--- src/rtl/regfile_host_arbiter.sv ---
// Shares the register file write port and read port B between the core and the host debug interface.
// The core always wins; host accesses use idle slots, with a forced one-cycle core stall after MAX_WAIT denials.
module regfile_host_arbiter #(
    parameter int unsigned MAX_WAIT = 16
) (
    input  logic        clk,
    input  logic        reset,
    input  logic        core_write,
    input  logic [4:0]  core_wrAddr,
    input  logic [31:0] core_wrData,
    input  logic        core_rdB_valid,
    input  logic [4:0]  core_rdAddrB,
    output logic        core_stall,
    input  logic        host_req_valid,
    output logic        host_req_ready,
    input  logic [1:0]  host_req_op,
    input  logic [4:0]  host_req_addr,
    input  logic [31:0] host_req_data,
    output logic        host_rsp_valid,
    input  logic        host_rsp_ready,
    output logic [31:0] host_rsp_data,
    output logic        host_rsp_err,
    output logic        rf_write,
    output logic [4:0]  rf_wrAddr,
    output logic [31:0] rf_wrData,
    output logic [4:0]  rf_rdAddrB,
    input  logic [31:0] rf_rdDataB
);

    localparam int unsigned WAIT_W = $clog2(MAX_WAIT + 1);
    localparam logic [1:0]  OP_READ  = 2'b00;
    localparam logic [1:0]  OP_WRITE = 2'b01;
    localparam logic [1:0]  OP_CLEAR = 2'b10;
    localparam logic [4:0]  LAST_REG = 5'd31;

    typedef enum logic [2:0] {
        S_IDLE,
        S_READ,
        S_WRITE,
        S_CLEAR,
        S_RESP
    } state_t;

    state_t             state_q;
    logic [4:0]         addr_q;
    logic [31:0]        data_q;
    logic [WAIT_W-1:0]  wait_q;
    logic [4:0]         clr_q;
    logic               stall_q;
    logic               rsp_valid_q;
    logic               rsp_err_q;
    logic [31:0]        rsp_data_q;

    logic rd_free;
    logic wr_free;
    logic host_rd_slot;
    logic host_wr_slot;

    // Reset gates the host slots so an aborted clear issues no further writes.
    assign rd_free      = !core_rdB_valid && !reset;
    assign wr_free      = !core_write && !reset;
    assign host_rd_slot = (state_q == S_READ) && rd_free;
    assign host_wr_slot = ((state_q == S_WRITE) || (state_q == S_CLEAR)) && wr_free;

    assign core_stall     = stall_q;
    assign host_req_ready = (state_q == S_IDLE);
    assign host_rsp_valid = rsp_valid_q;
    assign host_rsp_data  = rsp_data_q;
    assign host_rsp_err   = rsp_err_q;

    always_comb begin
        rf_write   = core_write;
        rf_wrAddr  = core_wrAddr;
        rf_wrData  = core_wrData;
        rf_rdAddrB = core_rdAddrB;
        if (host_wr_slot) begin
            rf_write  = 1'b1;
            rf_wrAddr = (state_q == S_CLEAR) ? clr_q : addr_q;
            rf_wrData = (state_q == S_CLEAR) ? 32'd0 : data_q;
        end
        if (host_rd_slot) begin
            rf_rdAddrB = addr_q;
        end
    end

    always_ff @(posedge clk) begin
        if (reset) begin
            state_q     <= S_IDLE;
            addr_q      <= 5'd0;
            data_q      <= 32'd0;
            wait_q      <= '0;
            clr_q       <= 5'd0;
            stall_q     <= 1'b0;
            rsp_valid_q <= 1'b0;
            rsp_err_q   <= 1'b0;
            rsp_data_q  <= 32'd0;
        end else begin
            case (state_q)
                S_IDLE: begin
                    if (host_req_valid) begin
                        addr_q <= host_req_addr;
                        data_q <= host_req_data;
                        wait_q <= '0;
                        case (host_req_op)
                            OP_READ:  state_q <= S_READ;
                            OP_WRITE: state_q <= S_WRITE;
                            OP_CLEAR: begin
                                state_q <= S_CLEAR;
                                clr_q   <= 5'd1;
                                stall_q <= 1'b1;
                            end
                            default: begin
                                state_q     <= S_RESP;
                                rsp_valid_q <= 1'b1;
                                rsp_err_q   <= 1'b1;
                                rsp_data_q  <= 32'd0;
                            end
                        endcase
                    end
                end
                S_READ, S_WRITE: begin
                    if ((state_q == S_READ) ? rd_free : wr_free) begin
                        state_q     <= S_RESP;
                        rsp_valid_q <= 1'b1;
                        rsp_err_q   <= 1'b0;
                        rsp_data_q  <= (state_q == S_WRITE) ? data_q :
                                       (addr_q == 5'd0) ? 32'd0 : rf_rdDataB;
                        wait_q      <= '0;
                        stall_q     <= 1'b0;
                    end else begin
                        // Denied: count toward the forced stall, restarting if the core ignores it.
                        stall_q <= (wait_q == WAIT_W'(MAX_WAIT - 1));
                        wait_q  <= (wait_q == WAIT_W'(MAX_WAIT)) ? '0 : wait_q + WAIT_W'(1);
                    end
                end
                S_CLEAR: begin
                    if (wr_free) begin
                        if (clr_q == LAST_REG) begin
                            state_q     <= S_RESP;
                            rsp_valid_q <= 1'b1;
                            rsp_err_q   <= 1'b0;
                            rsp_data_q  <= 32'd31;
                            stall_q     <= 1'b0;
                        end else begin
                            clr_q <= clr_q + 5'd1;
                        end
                    end
                end
                S_RESP: begin
                    if (host_rsp_ready) begin
                        rsp_valid_q <= 1'b0;
                        state_q     <= S_IDLE;
                    end
                end
                default: state_q <= S_IDLE;
            endcase
        end
    end

endmodule

--- config.mk ---
export PLATFORM = sky130hd
export DESIGN_NAME = regfile_host_arbiter
export DESIGN_NICKNAME = d
export VERILOG_FILES = /design/src/rtl/regfile_host_arbiter.sv
export SDC_FILE = /design/constraint.sdc
export NUM_CORES = 1
export LEC_CHECK = 0
export BUFFER_PORTS_ARGS = -buffer_cell sky130_fd_sc_hd__buf_2
export CAP_MARGIN = 20
export CORE_ASPECT_RATIO = 1.2
export CORE_MARGIN = 10
export CORE_UTILIZATION = 47
export DETAILED_ROUTE_END_ITERATION = 10
export PLACE_DENSITY = 0.83
export SLEW_MARGIN = 25
export SYNTH_ARGS = -nofsm -noshare
export SYNTH_HDL_FRONTEND = slang
export SYNTH_SLANG_ARGS = --single-unit
--- constraint.sdc ---
create_clock -name clk -period 2.87 [get_ports clk]
set_clock_uncertainty 0.2 [all_clocks]
set_input_delay 0.1435 -clock clk [delete_from_list [all_inputs] [get_ports clk]]
set_output_delay 0.1435 -clock clk [all_outputs]
set_load 0.02 [all_outputs]
# == Word-level counts from Yosys, hierarchy flattened ==
# Cells that the tools add are included.
# word_totals
input_bits,119
register_bits,85
wordCells,98
output_inout_bits,79
# op_classes
addsub,2
mux,46
n_reduce_logical,24
n_eq_ne,17
# ops
op,n
32-bit 2-to-1 mux,9
32-bit one-hot mux with 3 select lines,1
5-bit 2-to-1 mux,10
5-bit one-hot mux with 2 select lines,2
3-bit 2-to-1 mux,5
5-bit AND reduction,3
1-bit 2-to-1 mux,14
2-bit inequality test (second input constant),6
3-bit one-hot mux with 4 select lines,1
5-bit by 1-bit adder with 5-bit output (second input constant),2
5-bit equality test (second input constant),2
3-bit one-hot mux with 3 select lines,1
7-bit AND reduction,1
3-bit by 2-bit equality test with 1-bit output (second input constant),2
1-bit one-hot mux with 3 select lines,2
6-bit AND reduction,1
5-bit by 4-bit equality test with 1-bit output (second input constant),1
5-bit logical NOT,1
1-bit logical AND,4
2-bit by 1-bit inequality test with 1-bit output (second input constant),2
1-bit one-hot mux with 4 select lines,1
2-bit AND reduction,2
2-bit nonzero test,2
4-bit nonzero test,1
other kinds (11),13

# == Longest topological paths before layout ==
# Gate-level depths: netlist of the first run.
# depth
word_depth,5
depth_mapped,9
ltp_nobuf,7

# == Worst setup path before layout of the first run ==
# OpenSTA, ideal clock, no wires.
# synth_timing
path_type,flip-flop to flip-flop
start,register clr_q[0]
end,"register rsp_data_q[12], in the netlist host_rsp_data[12]"
synth_period_minus_slack_ns,2.219
setup_ns,0.070
n_path_buf,2
path_stages_with_launch,10
arrival_ns,1.949
required_time_ns,2.600
setup_slack_ns,0.651
cell_sequence,dfxtp_1 ha_1 and3_1 ha_1 nor3b_1 o211ai_1 or3_1 buf_2 buf_6 o2bb2ai_1
# synth_between
elab_chain_cells,3
# synth_rtl
element,line_no,rtl
from (decl),48,logic [4:0] clr_q;
from (signal assigned),145,clr_q <= clr_q + 5'd1;
5-bit equality test,138,if (clr_q == LAST_REG) begin
2-bit by 1-bit inequality test with 1-bit output (no source line),-,
6-bit AND reduction (no source line),-,
to (signal assigned),126,rsp_data_q <= (state_q == S_WRITE) ? data_q :
to (decl),52,logic [31:0] rsp_data_q;
# No other way between the ends.
# A chain may end at the register's enable or synchronous reset.

# == Worst setup path after layout of the first run ==
# layout_timing
start,register state_q[0]
end,output rf_rdAddrB[2]
# layout_between
elab_chain_cells,3
# layout_rtl
element,line_no,rtl
from (decl),44,state_t state_q;
from (signal assigned),88,state_q <= S_IDLE;
from (signal assigned),105,OP_READ: state_q <= S_READ;
from (signal assigned),106,OP_WRITE: state_q <= S_WRITE;
3-bit by 1-bit equality test with 1-bit output,62,assign host_rd_slot = (state_q == S_READ) && rd_free;
1-bit logical AND,62,
5-bit 2-to-1 mux,81,if (host_rd_slot) begin
to (decl),26,"output logic [4:0] rf_rdAddrB,"
# No other way between the ends.

==> results of run 1 <==
[sequential cells by signal (all words and copies together) (netlist names)]
name and flops:
data_q 32, host_rsp_data 32, addr_q 5, clr_q 5, wait_q 5, state_q 3
core_stall 1, host_rsp_err 1, host_rsp_valid 1
[power by group through the flow]
| stage | Sequential, mW | Clock [mW] | Combinational, mW |
|---|---|---|---|
| after global placement | 1.50 | 0 | 1.52 |
| after CTS | 1.49 | 0.786 | 1.66 |
| final | 1.49 | 0.784 | 1.69 |
| after global routing | 1.51 | 0.850 | 1.83 |
| after floorplan | 1.51 | 0 | 1.09 |
| after detailed placement | 1.51 | 0 | 1.57 |
[critical path: cells and delay by family, from the launching register on]
family	cells	cell delay (ns)
flip-flops	1	0.63
AND/OR/NAND/NOR	2	0.74
multiplexers	1	0.41
buffers and inverters	1	0.16
[kinds of logic (layout without fill, tap and decap cells)]
family | after synthesis | in the layout | synth area share [%]
AO/OA/AOI/OAI | 183 | 183 | 28.8
adder cells (fa/ha/maj) | 8 | 8 | 2.35
buffers and inverters | 50 | 304 | 5.79
flip-flops | 85 | 85 | 40.0
multiplexers | 8 | 8 | 2.03
other | 0 | 3 | 0
AND/OR/NAND/NOR | 199 | 199 | 21.0
[final cells by class]
| type | instances | area, um2 |
|---|---|---|
| Inverter | 8 | 30.0 |
| Tap cell | 117 | 146 |
| Timing Repair Buffer | 280 | 1780 |
| Fill cell | 645 | 2530 |
| Antenna cell | 3 | 7.51 |
| Clock buffer | 13 | 159 |
| Clock inverter | 3 | 20.0 |
| Sequential cell | 85 | 1700 |
| Multi-Input combinational cell | 398 | 2330 |
[metal layers]
| layer | track usage, % | up-vias | wire (um) |
|---|---|---|---|
| met3 | 7.08 | 56 | 1800 |
| met2 | 42.0 | 338 | 8680 |
| met5 | 0 | - | 0 |
| met4 | 11.0 | 0 | 604 |
| met1 | 27.3 | 2451 | 6430 |
| li1 | - | 2399 | - |
[per-stage QoR]
step / cells / utilization (%) / setup slack [ns] / power (mW)
5_1_grt: 907 / 70.9 / 0.0372 / 4.19
2_1_floorplan: 533 / - / 0.651 / 2.60
3_5_place_dp: 818 / 60.8 / 0.425 / 3.09
4_1_cts: 904 / 70.9 / 0.253 / 3.93
3_3_place_gp: 818 / 60.7 / 0.536 / 3.03
6_report: 907 / 70.9 / 0.216 / 3.97
[synth_stat cells (8+ instances only)]
cell type,instances
sky130_fd_sc_hd__clkbuf_1,25
sky130_fd_sc_hd__o21ai_0,38
sky130_fd_sc_hd__nor2_1,12
sky130_fd_sc_hd__nand2_1,144
sky130_fd_sc_hd__o2bb2ai_1,27
sky130_fd_sc_hd__o22ai_1,10
sky130_fd_sc_hd__buf_2,8
sky130_fd_sc_hd__ha_1,8
sky130_fd_sc_hd__dfxtp_1,85
sky130_fd_sc_hd__a22oi_1,27
sky130_fd_sc_hd__a21oi_1,50
[path summary, 6_finish.rpt]
kind / from / endpoint / slack (ns) / depth (start not counted)
setup reg to reg: clr_q[0] / host_rsp_data[9] / 0.37 / 8
hold / removal: host_req_op[0] / state_q[0] / 0.07 / 4
setup / recovery: state_q[0] / rf_rdAddrB[2] / 0.22 / 4
hold reg to reg: host_rsp_data[5] / host_rsp_data[5] / 0.27 / 1
==> flow_summary.html, run 1 <==
<table>
<tr><th>Metric</th><th>Value</th></tr>
<tr><th colspan="2">Placed design</th></tr>
<tr><td>Post-DP Area</td><td>0.00529 mm2</td></tr>
<tr><td>DPL Wire Length</td><td>11,600 um</td></tr>
<tr><td>Number of buffer cells added on primary ports</td><td>197</td></tr>
<tr><td>Last weighted congestion value of the routability-driven placer</td><td>0.862</td></tr>
<tr><th colspan="2">Layout</th></tr>
<tr><td>Commonest cells after routing, fill and taps aside</td><td>sky130_fd_sc_hd__buf_2 (197), sky130_fd_sc_hd__nand2_1 (144), sky130_fd_sc_hd__dfxtp_1 (85)</td></tr>
<tr><td>Count of nets after finishing</td><td>909</td></tr>
<tr><td>Layout area overhead</td><td>45.1%</td></tr>
<tr><td>Leading cell type in the layout, fill and taps excluded</td><td>sky130_fd_sc_hd__buf_2</td></tr>
<tr><td>Summed area of non-filler cells in the final layout</td><td>0.00617 mm2</td></tr>
<tr><td>Fraction of final layout cells with drive strength greater than 1</td><td>30.7%</td></tr>
<tr><th colspan="2">Clock tree</th></tr>
<tr><td>Clock net sink count</td><td>85</td></tr>
<tr><td>CTS H-tree depth</td><td>3</td></tr>
<tr><td>Cells resized by post-CTS repair</td><td>0</td></tr>
<tr><td>Clk Tree Root Cell</td><td>sky130_fd_sc_hd__clkbuf_8</td></tr>
<tr><td>Largest buffer count on any clock path</td><td>2</td></tr>
<tr><td>Cts hold-fix bufs</td><td>70</td></tr>
<tr><td>Clock slew at the register clock pins of the worst setup and hold paths</td><td>0.08 ns</td></tr>
<tr><td>Clock buffer count from CTS</td><td>9</td></tr>
<tr><td>Worst skew pair latency</td><td>0.36 ns</td></tr>
<tr><td>TritonCTS clock tree</td><td>done</td></tr>
<tr><td>Setup Fix Bufs, Post-CTS</td><td>0</td></tr>
<tr><th colspan="2">Route</th></tr>
<tr><td>DR vias</td><td>5,244</td></tr>
<tr><td>Number of vias per cell after detailed routing</td><td>5.78</td></tr>
<tr><td>Number of nets with antenna violations after detailed routing</td><td>0</td></tr>
<tr><td>Detailed router's first-iteration violation count</td><td>445</td></tr>
<tr><td>Avg WL per Cell</td><td>19.3 um</td></tr>
<tr><td># DRC</td><td>0</td></tr>
<tr><td>Router iterations before antenna repair</td><td>6</td></tr>
<tr><td>Routed wire length</td><td>17,500 um</td></tr>
<tr><th colspan="2">Die</th></tr>
<tr><td>Core Box Area</td><td>0.00870 mm2</td></tr>
<tr><td>Total Die Area</td><td>0.0133 mm2</td></tr>
<tr><td>Vertical die dimension</td><td>124 um</td></tr>
<tr><td>Number of standard-cell rows in the floorplan</td><td>37</td></tr>
<tr><td>Starting utilization of the core area</td><td>48.9%</td></tr>
<tr><td>I/O Pins</td><td>198</td></tr>
<tr><td>Die X</td><td>107 um</td></tr>
<tr><th colspan="2">Global routing</th></tr>
<tr><td>Overflow left after global routing</td><td>0</td></tr>
<tr><td>Number of global-route vias before repair</td><td>5,153</td></tr>
<tr><td>Largest net degree at the start of global routing</td><td>49</td></tr>
<tr><td>Total global-route track usage</td><td>24.6%</td></tr>
<tr><td>Wire length of the first global-routing pass</td><td>27,000 um</td></tr>
<tr><td>Number of antenna violations at the first check in global routing</td><td>3</td></tr>
<tr><th colspan="2">Yosys</th></tr>
<tr><td>Number of synthesized flops with an enable pin</td><td>0</td></tr>
<tr><td>Register bit total from synthesis</td><td>85</td></tr>
<tr><td>Total standard cell area after synthesis</td><td>0.00425 mm2</td></tr>
<tr><td>Proportion of synthesized chip area in sequential cells</td><td>40.0%</td></tr>
<tr><td>Portion of synthesized cell area occupied by the leading cell type</td><td>40.0%</td></tr>
<tr><td>Mean instance size in the synthesized netlist</td><td>7.98 um2</td></tr>
<tr><td>Post-Synthesis Cells</td><td>533</td></tr>
<tr><td>Biggest area consumer among synthesized cells</td><td>sky130_fd_sc_hd__dfxtp_1</td></tr>
<tr><td>Top post-synthesis cells by area</td><td>sky130_fd_sc_hd__dfxtp_1 (40%), sky130_fd_sc_hd__nand2_1 (13%), sky130_fd_sc_hd__a21oi_1 (5.9%)</td></tr>
<tr><td>Commonest register cell after synthesis</td><td>sky130_fd_sc_hd__dfxtp_1</td></tr>
<tr><td>Synthesized netlist net count</td><td>660</td></tr>
<tr><td>Warnings, synthesis</td><td>0</td></tr>
<tr><td>Number of unique standard cell types used by synthesis</td><td>51</td></tr>
<tr><td>Async set or reset register ratio after synthesis</td><td>0%</td></tr>
<tr><th colspan="2">Power and ir drop</th></tr>
<tr><td>Combinational fraction of design power</td><td>42.6%</td></tr>
<tr><td>Portion of total power attributed to the clock network</td><td>19.8%</td></tr>
<tr><td>Leakage dissipation</td><td>2.70 nW</td></tr>
<tr><td>Sw power</td><td>1.67 mW</td></tr>
<tr><td>P_int</td><td>2.30 mW</td></tr>
<tr><td>Worst supply voltage drop on vdd</td><td>527 uV</td></tr>
<tr><td>Total power density per cell area</td><td>642 mW/mm2</td></tr>
<tr><td>Switching portion of total power</td><td>42.1%</td></tr>
<tr><td>Share of total power in sequential cells</td><td>37.6%</td></tr>
<tr><th colspan="2">Timing</th></tr>
<tr><td>Tightest hold margin</td><td>0.0712 ns</td></tr>
<tr><td>Slew Viols, Final</td><td>0</td></tr>
<tr><td>Final Hold Viols</td><td>0</td></tr>
<tr><td>Setup violations, final</td><td>0</td></tr>
<tr><td>Timing-limited maximum frequency</td><td>377 MHz</td></tr>
<tr><td>Final min period</td><td>2.65 ns</td></tr>
<tr><td>Setup repair after global routing missed its margin</td><td>false</td></tr>
<tr><td>Relative slew slack</td><td>53.0%</td></tr>
<tr><td>Slew @ Worst Pin</td><td>0.704 ns</td></tr>
<tr><td>Setup total negative slack</td><td>0 ns</td></tr>
<tr><td>Final worst path period share</td><td>92.5%</td></tr>
<tr><th colspan="2">Critical path</th></tr>
<tr><td>Stage delay of the slowest cell on the critical path</td><td>0.63 ns</td></tr>
<tr><td>Cells traversed along the worst timing path</td><td>nand2b_1 -&gt; nor4_2 -&gt; mux2_2 -&gt; buf_2</td></tr>
<tr><td>Crit path capture type</td><td>output port</td></tr>
<tr><td>Slowest library cell on the worst path</td><td>sky130_fd_sc_hd__dfxtp_1</td></tr>
<tr><td>Arrival time of data at the critical path endpoint</td><td>2.31 ns</td></tr>
<tr><td>Kind of start point of the critical path</td><td>flop</td></tr>
<tr><td>Path type of the worst setup path</td><td>flop to output port</td></tr>
<tr><td>Worst-path maximum fanout</td><td>11</td></tr>
<tr><td>Critical Path RT</td><td>2.53 ns</td></tr>
<tr><th colspan="2">Hold path</th></tr>
<tr><td>Hold crit path type</td><td>input pin to flop</td></tr>
<tr><th colspan="2">Run status</th></tr>
<tr><td>Run status</td><td>completed</td></tr>
<tr><th colspan="2">Flow run</th></tr>
<tr><td>Max-cap violations</td><td>0</td></tr>
</table>
No activity file was read; power rests on OpenSTA's default activity.
==> run 2, diff against run 1 <==
--- a/config.mk
+++ b/config.mk
@@ -11,6 +11,7 @@
 export CORE_MARGIN = 10
 export CORE_UTILIZATION = 47
 export DETAILED_ROUTE_END_ITERATION = 10
+export GPL_TIMING_DRIVEN = 0
 export PLACE_DENSITY = 0.83
 export SLEW_MARGIN = 25
 export SYNTH_ARGS = -nofsm -noshare
==> run 2 against run 1 <==
Net effect: global-route usage grew 1.6 points; combinational power increased by 5%; setup slack got worse by 0.073 ns; via count grew 4.7%; non-clock buffer count is 29 higher; die area unchanged; highest routed layer unchanged.
==> flow_summary.html, run 2 (synthesis gave the netlist of run 1 again) <==
<table>
<tr><th>Metric</th><th>Value</th></tr>
<tr><th colspan="2">Die</th></tr>
<tr><td>Number of standard-cell rows in the floorplan</td><td>37 (unchanged)</td></tr>
<tr><td>I/O Pins</td><td>198 (unchanged)</td></tr>
<tr><td>Vertical die dimension</td><td>124 um (unchanged)</td></tr>
<tr><td>Core Box Area</td><td>0.00870 mm2 (unchanged)</td></tr>
<tr><td>Die X</td><td>107 um (unchanged)</td></tr>
<tr><td>Starting utilization of the core area</td><td>48.9% (unchanged)</td></tr>
<tr><td>Total Die Area</td><td>0.0133 mm2 (unchanged)</td></tr>
<tr><th colspan="2">Timing</th></tr>
<tr><td>Setup repair after global routing missed its margin</td><td>false</td></tr>
<tr><td>Slew @ Worst Pin</td><td>0.915 ns (+0.211 ns)</td></tr>
<tr><td>Final min period</td><td>2.73 ns (+0.0727 ns)</td></tr>
<tr><td>Relative slew slack</td><td>39.0% (-14 points)</td></tr>
<tr><td>Final worst path period share</td><td>95.0% (+2.5 points)</td></tr>
<tr><td>Setup total negative slack</td><td>0 ns (unchanged)</td></tr>
<tr><td>Timing-limited maximum frequency</td><td>367 MHz (-2.7%)</td></tr>
<tr><td>Final Hold Viols</td><td>0 (unchanged)</td></tr>
<tr><td>Setup violations, final</td><td>0 (unchanged)</td></tr>
<tr><td>Slew Viols, Final</td><td>0 (unchanged)</td></tr>
<tr><th colspan="2">Critical path</th></tr>
<tr><td>Family with the most delay on the worst path</td><td>simple AND/OR/NAND/NOR gates</td></tr>
<tr><td>Most frequent cell on the critical path</td><td>sky130_fd_sc_hd__ha_1</td></tr>
<tr><td>Stage delay of the slowest cell on the critical path</td><td>0.42 ns (-0.21 ns)</td></tr>
<tr><td>Critical Path Start</td><td>clr_q[1]</td></tr>
<tr><td>Worst Path Buf+Inv</td><td>2 (+1)</td></tr>
<tr><td>Kind of start point of the critical path</td><td>flop</td></tr>
<tr><td>Cells traversed along the worst timing path</td><td>ha_1 -&gt; and3_1 -&gt; ha_1 -&gt; nor3b_1 -&gt; o211ai_1 -&gt; or3_1 -&gt; buf_2 -&gt; buf_6 -&gt; o2bb2ai_1</td></tr>
<tr><td>Slowest library cell on the worst path</td><td>sky130_fd_sc_hd__dfxtp_1</td></tr>
<tr><td>Logic depth of the worst register-to-register path</td><td>9 (+1)</td></tr>
<tr><td>Path type of the worst setup path</td><td>flop to flop</td></tr>
<tr><td>Critical Path RT</td><td>2.94 ns (+0.41 ns)</td></tr>
<tr><td>Arrival time of data at the critical path endpoint</td><td>2.80 ns (+0.49 ns)</td></tr>
<tr><td>Reg2Reg Capture Point</td><td>host_rsp_data[26]</td></tr>
<tr><td>Crit path capture type</td><td>flop</td></tr>
<tr><td>Internal reg-to-reg setup slack</td><td>0.14 ns (-0.23 ns)</td></tr>
<tr><td>Worst-path maximum fanout</td><td>10 (-1)</td></tr>
<tr><td>Beginning of the worst register-to-register path</td><td>clr_q[1]</td></tr>
<tr><th colspan="2">Route</th></tr>
<tr><td>DR vias</td><td>5,492 (+4.7%)</td></tr>
<tr><td># DRC</td><td>0 (unchanged)</td></tr>
<tr><td>Router iterations before antenna repair</td><td>5 (-1)</td></tr>
<tr><td>Avg WL per Cell</td><td>19.7 um (+2.0%)</td></tr>
<tr><td>Number of vias per cell after detailed routing</td><td>5.87 (+1.5%)</td></tr>
<tr><td>Number of nets with antenna violations after detailed routing</td><td>0 (unchanged)</td></tr>
<tr><td>Routed wire length</td><td>18,400 um (+5.3%)</td></tr>
<tr><td>Detailed router's first-iteration violation count</td><td>457 (+2.7%)</td></tr>
<tr><th colspan="2">Clock tree</th></tr>
<tr><td>TritonCTS clock tree</td><td>done</td></tr>
<tr><td>Largest buffer count on any clock path</td><td>2 (unchanged)</td></tr>
<tr><td>Clock buffer count from CTS</td><td>9 (unchanged)</td></tr>
<tr><td>Worst skew pair latency</td><td>0.35 ns (about the same)</td></tr>
<tr><td>Clock slew at the register clock pins of the worst setup and hold paths</td><td>0.09 ns (about the same)</td></tr>
<tr><td>Clk Tree Root Cell</td><td>sky130_fd_sc_hd__clkbuf_8</td></tr>
<tr><td>CTS H-tree depth</td><td>3 (unchanged)</td></tr>
<tr><td>Cells resized by post-CTS repair</td><td>0 (unchanged)</td></tr>
<tr><td>Clock net sink count</td><td>85 (unchanged)</td></tr>
<tr><th colspan="2">Hold path</th></tr>
<tr><td>Hold Crit Endpoint</td><td>state_q[0]</td></tr>
<tr><td>Cell depth of the worst min-delay path</td><td>4 (unchanged)</td></tr>
<tr><td>Hold crit path type</td><td>input pin to flop</td></tr>
<tr><td>Hold path startpoint</td><td>host_req_op[0]</td></tr>
<tr><th colspan="2">Placed design</th></tr>
<tr><td>Number of buffer cells added on primary ports</td><td>197 (unchanged)</td></tr>
<tr><td>Last weighted congestion value of the routability-driven placer</td><td>0.907 (+5.2%)</td></tr>
<tr><td>DPL Wire Length</td><td>12,600 um (+9.1%)</td></tr>
<tr><td>Post-DP Area</td><td>0.00539 mm2 (+1.9%)</td></tr>
<tr><th colspan="2">Layout</th></tr>
<tr><td>Summed area of non-filler cells in the final layout</td><td>0.00629 mm2 (+1.8%)</td></tr>
<tr><td>Fraction of final layout cells with drive strength greater than 1</td><td>29.9% (-0.81 points)</td></tr>
<tr><td>Count of nets after finishing</td><td>938 (+3.2%)</td></tr>
<tr><td>Leading cell type in the layout, fill and taps excluded</td><td>sky130_fd_sc_hd__buf_2</td></tr>
<tr><td>Commonest cells after routing, fill and taps aside</td><td>sky130_fd_sc_hd__buf_2 (205), sky130_fd_sc_hd__nand2_1 (144), sky130_fd_sc_hd__dfxtp_1 (85)</td></tr>
<tr><td>Fillers</td><td>636 (-1.4%)</td></tr>
<tr><td>Layout area overhead</td><td>47.8%</td></tr>
<tr><th colspan="2">Global routing</th></tr>
<tr><td>Number of antenna violations at the first check in global routing</td><td>3 (unchanged)</td></tr>
<tr><td>Met1 track demand over resource in global routing</td><td>27.5% (+0.15 points)</td></tr>
<tr><td>Wire length of the first global-routing pass</td><td>28,700 um (+6.3%)</td></tr>
<tr><td>Number of global-route vias before repair</td><td>5,503 (+6.8%)</td></tr>
<tr><td>Met2 routing resource usage after global routing</td><td>46.3% (+4.3 points)</td></tr>
<tr><td>Largest net degree at the start of global routing</td><td>15 (-69%)</td></tr>
<tr><td>Overflow left after global routing</td><td>0 (unchanged)</td></tr>
<tr><td>Most utilized layer in the global route result</td><td>met2</td></tr>
<tr><td>Met3 Use GR</td><td>6.61% (-0.47 points)</td></tr>
<tr><td>Total global-route track usage</td><td>26.2% (+1.6 points)</td></tr>
<tr><th colspan="2">Flow run</th></tr>
<tr><td>Max-cap violations</td><td>0 (unchanged)</td></tr>
<tr><th colspan="2">Power and ir drop</th></tr>
<tr><td>Total power density per cell area</td><td>654 mW/mm2 (+1.8%)</td></tr>
<tr><td>Total Power Consumption</td><td>4.11 mW (+3.6%)</td></tr>
<tr><td>Worst supply voltage drop on vdd</td><td>507 uV (-3.8%)</td></tr>
<tr><td>Leakage dissipation</td><td>2.74 nW (+1.6%)</td></tr>
<tr><th colspan="2">Run status</th></tr>
<tr><td>Run status</td><td>completed</td></tr>
</table>
==> run 2: worst min-delay path: stages <==
cell                      delay [ns]
sky130_fd_sc_hd__buf_2          0.09
sky130_fd_sc_hd__ha_1           0.16
sky130_fd_sc_hd__or4b_1         0.11
sky130_fd_sc_hd__mux2i_1        0.06
==> run 2: how the worst max path moves through the flow <==
stage	slack, ns	end	cells past startpoint
detailed placement	0.26	host_rsp_data[17]	8
CTS	0.24	host_rsp_data[18]	8
floorplan	0.65	host_rsp_data[12]	9
global route	0.04	host_rsp_data[26]	9
global placement	0.34	host_rsp_data[26]	8
finish	0.14	host_rsp_data[26]	9
==> run 2: per-stage QoR <==
step                instances  setup slack (ns)  util, %  hold slack, ns
floorplan                 533             0.651        -          0.0596
global placement          847             0.336     61.9           0.186
detailed placement        847             0.261     61.9           0.190
CTS                       932             0.235     72.1          0.0661
global route              935            0.0435     72.2          0.0929
finish                    936             0.144     72.2          0.0620
==> run 2: layer usage <==
layer | vias to the layer above | share of wire [%]
met3 | 81 | 9.7
li1 | 2468 | -
met4 | 0 | 4.4
met2 | 389 | 51
met1 | 2554 | 35
met5 | - | 0
==> run 2: final cells by class <==
cell class	count	area, um2	share of cell area (%)
Antenna cell	4	10.0	0.159
Buffer	42	216	3.44
Clock buffer	10	128	2.03
Clock inverter	5	61.3	0.975
Inverter	8	30.0	0.478
Multi-Input combinational cell	398	2310	36.7
Sequential cell	85	1700	27.1
Tap cell	117	146	2.33
Timing Repair Buffer	267	1690	26.8
==> run 2: what timing repair did <==
item,in CTS,in global routing
setup buffers,0,0
hold endpoints to repair,71,0
hold buffers,70,0
==> run 2: power by group <==
part	total (mW)	switching (mW)	leakage [nW]	internal, mW
logic	1.77	1.15	1.96	0.626
registers	1.48	0.138	0.692	1.35
clock network	0.853	0.451	0.0850	0.401
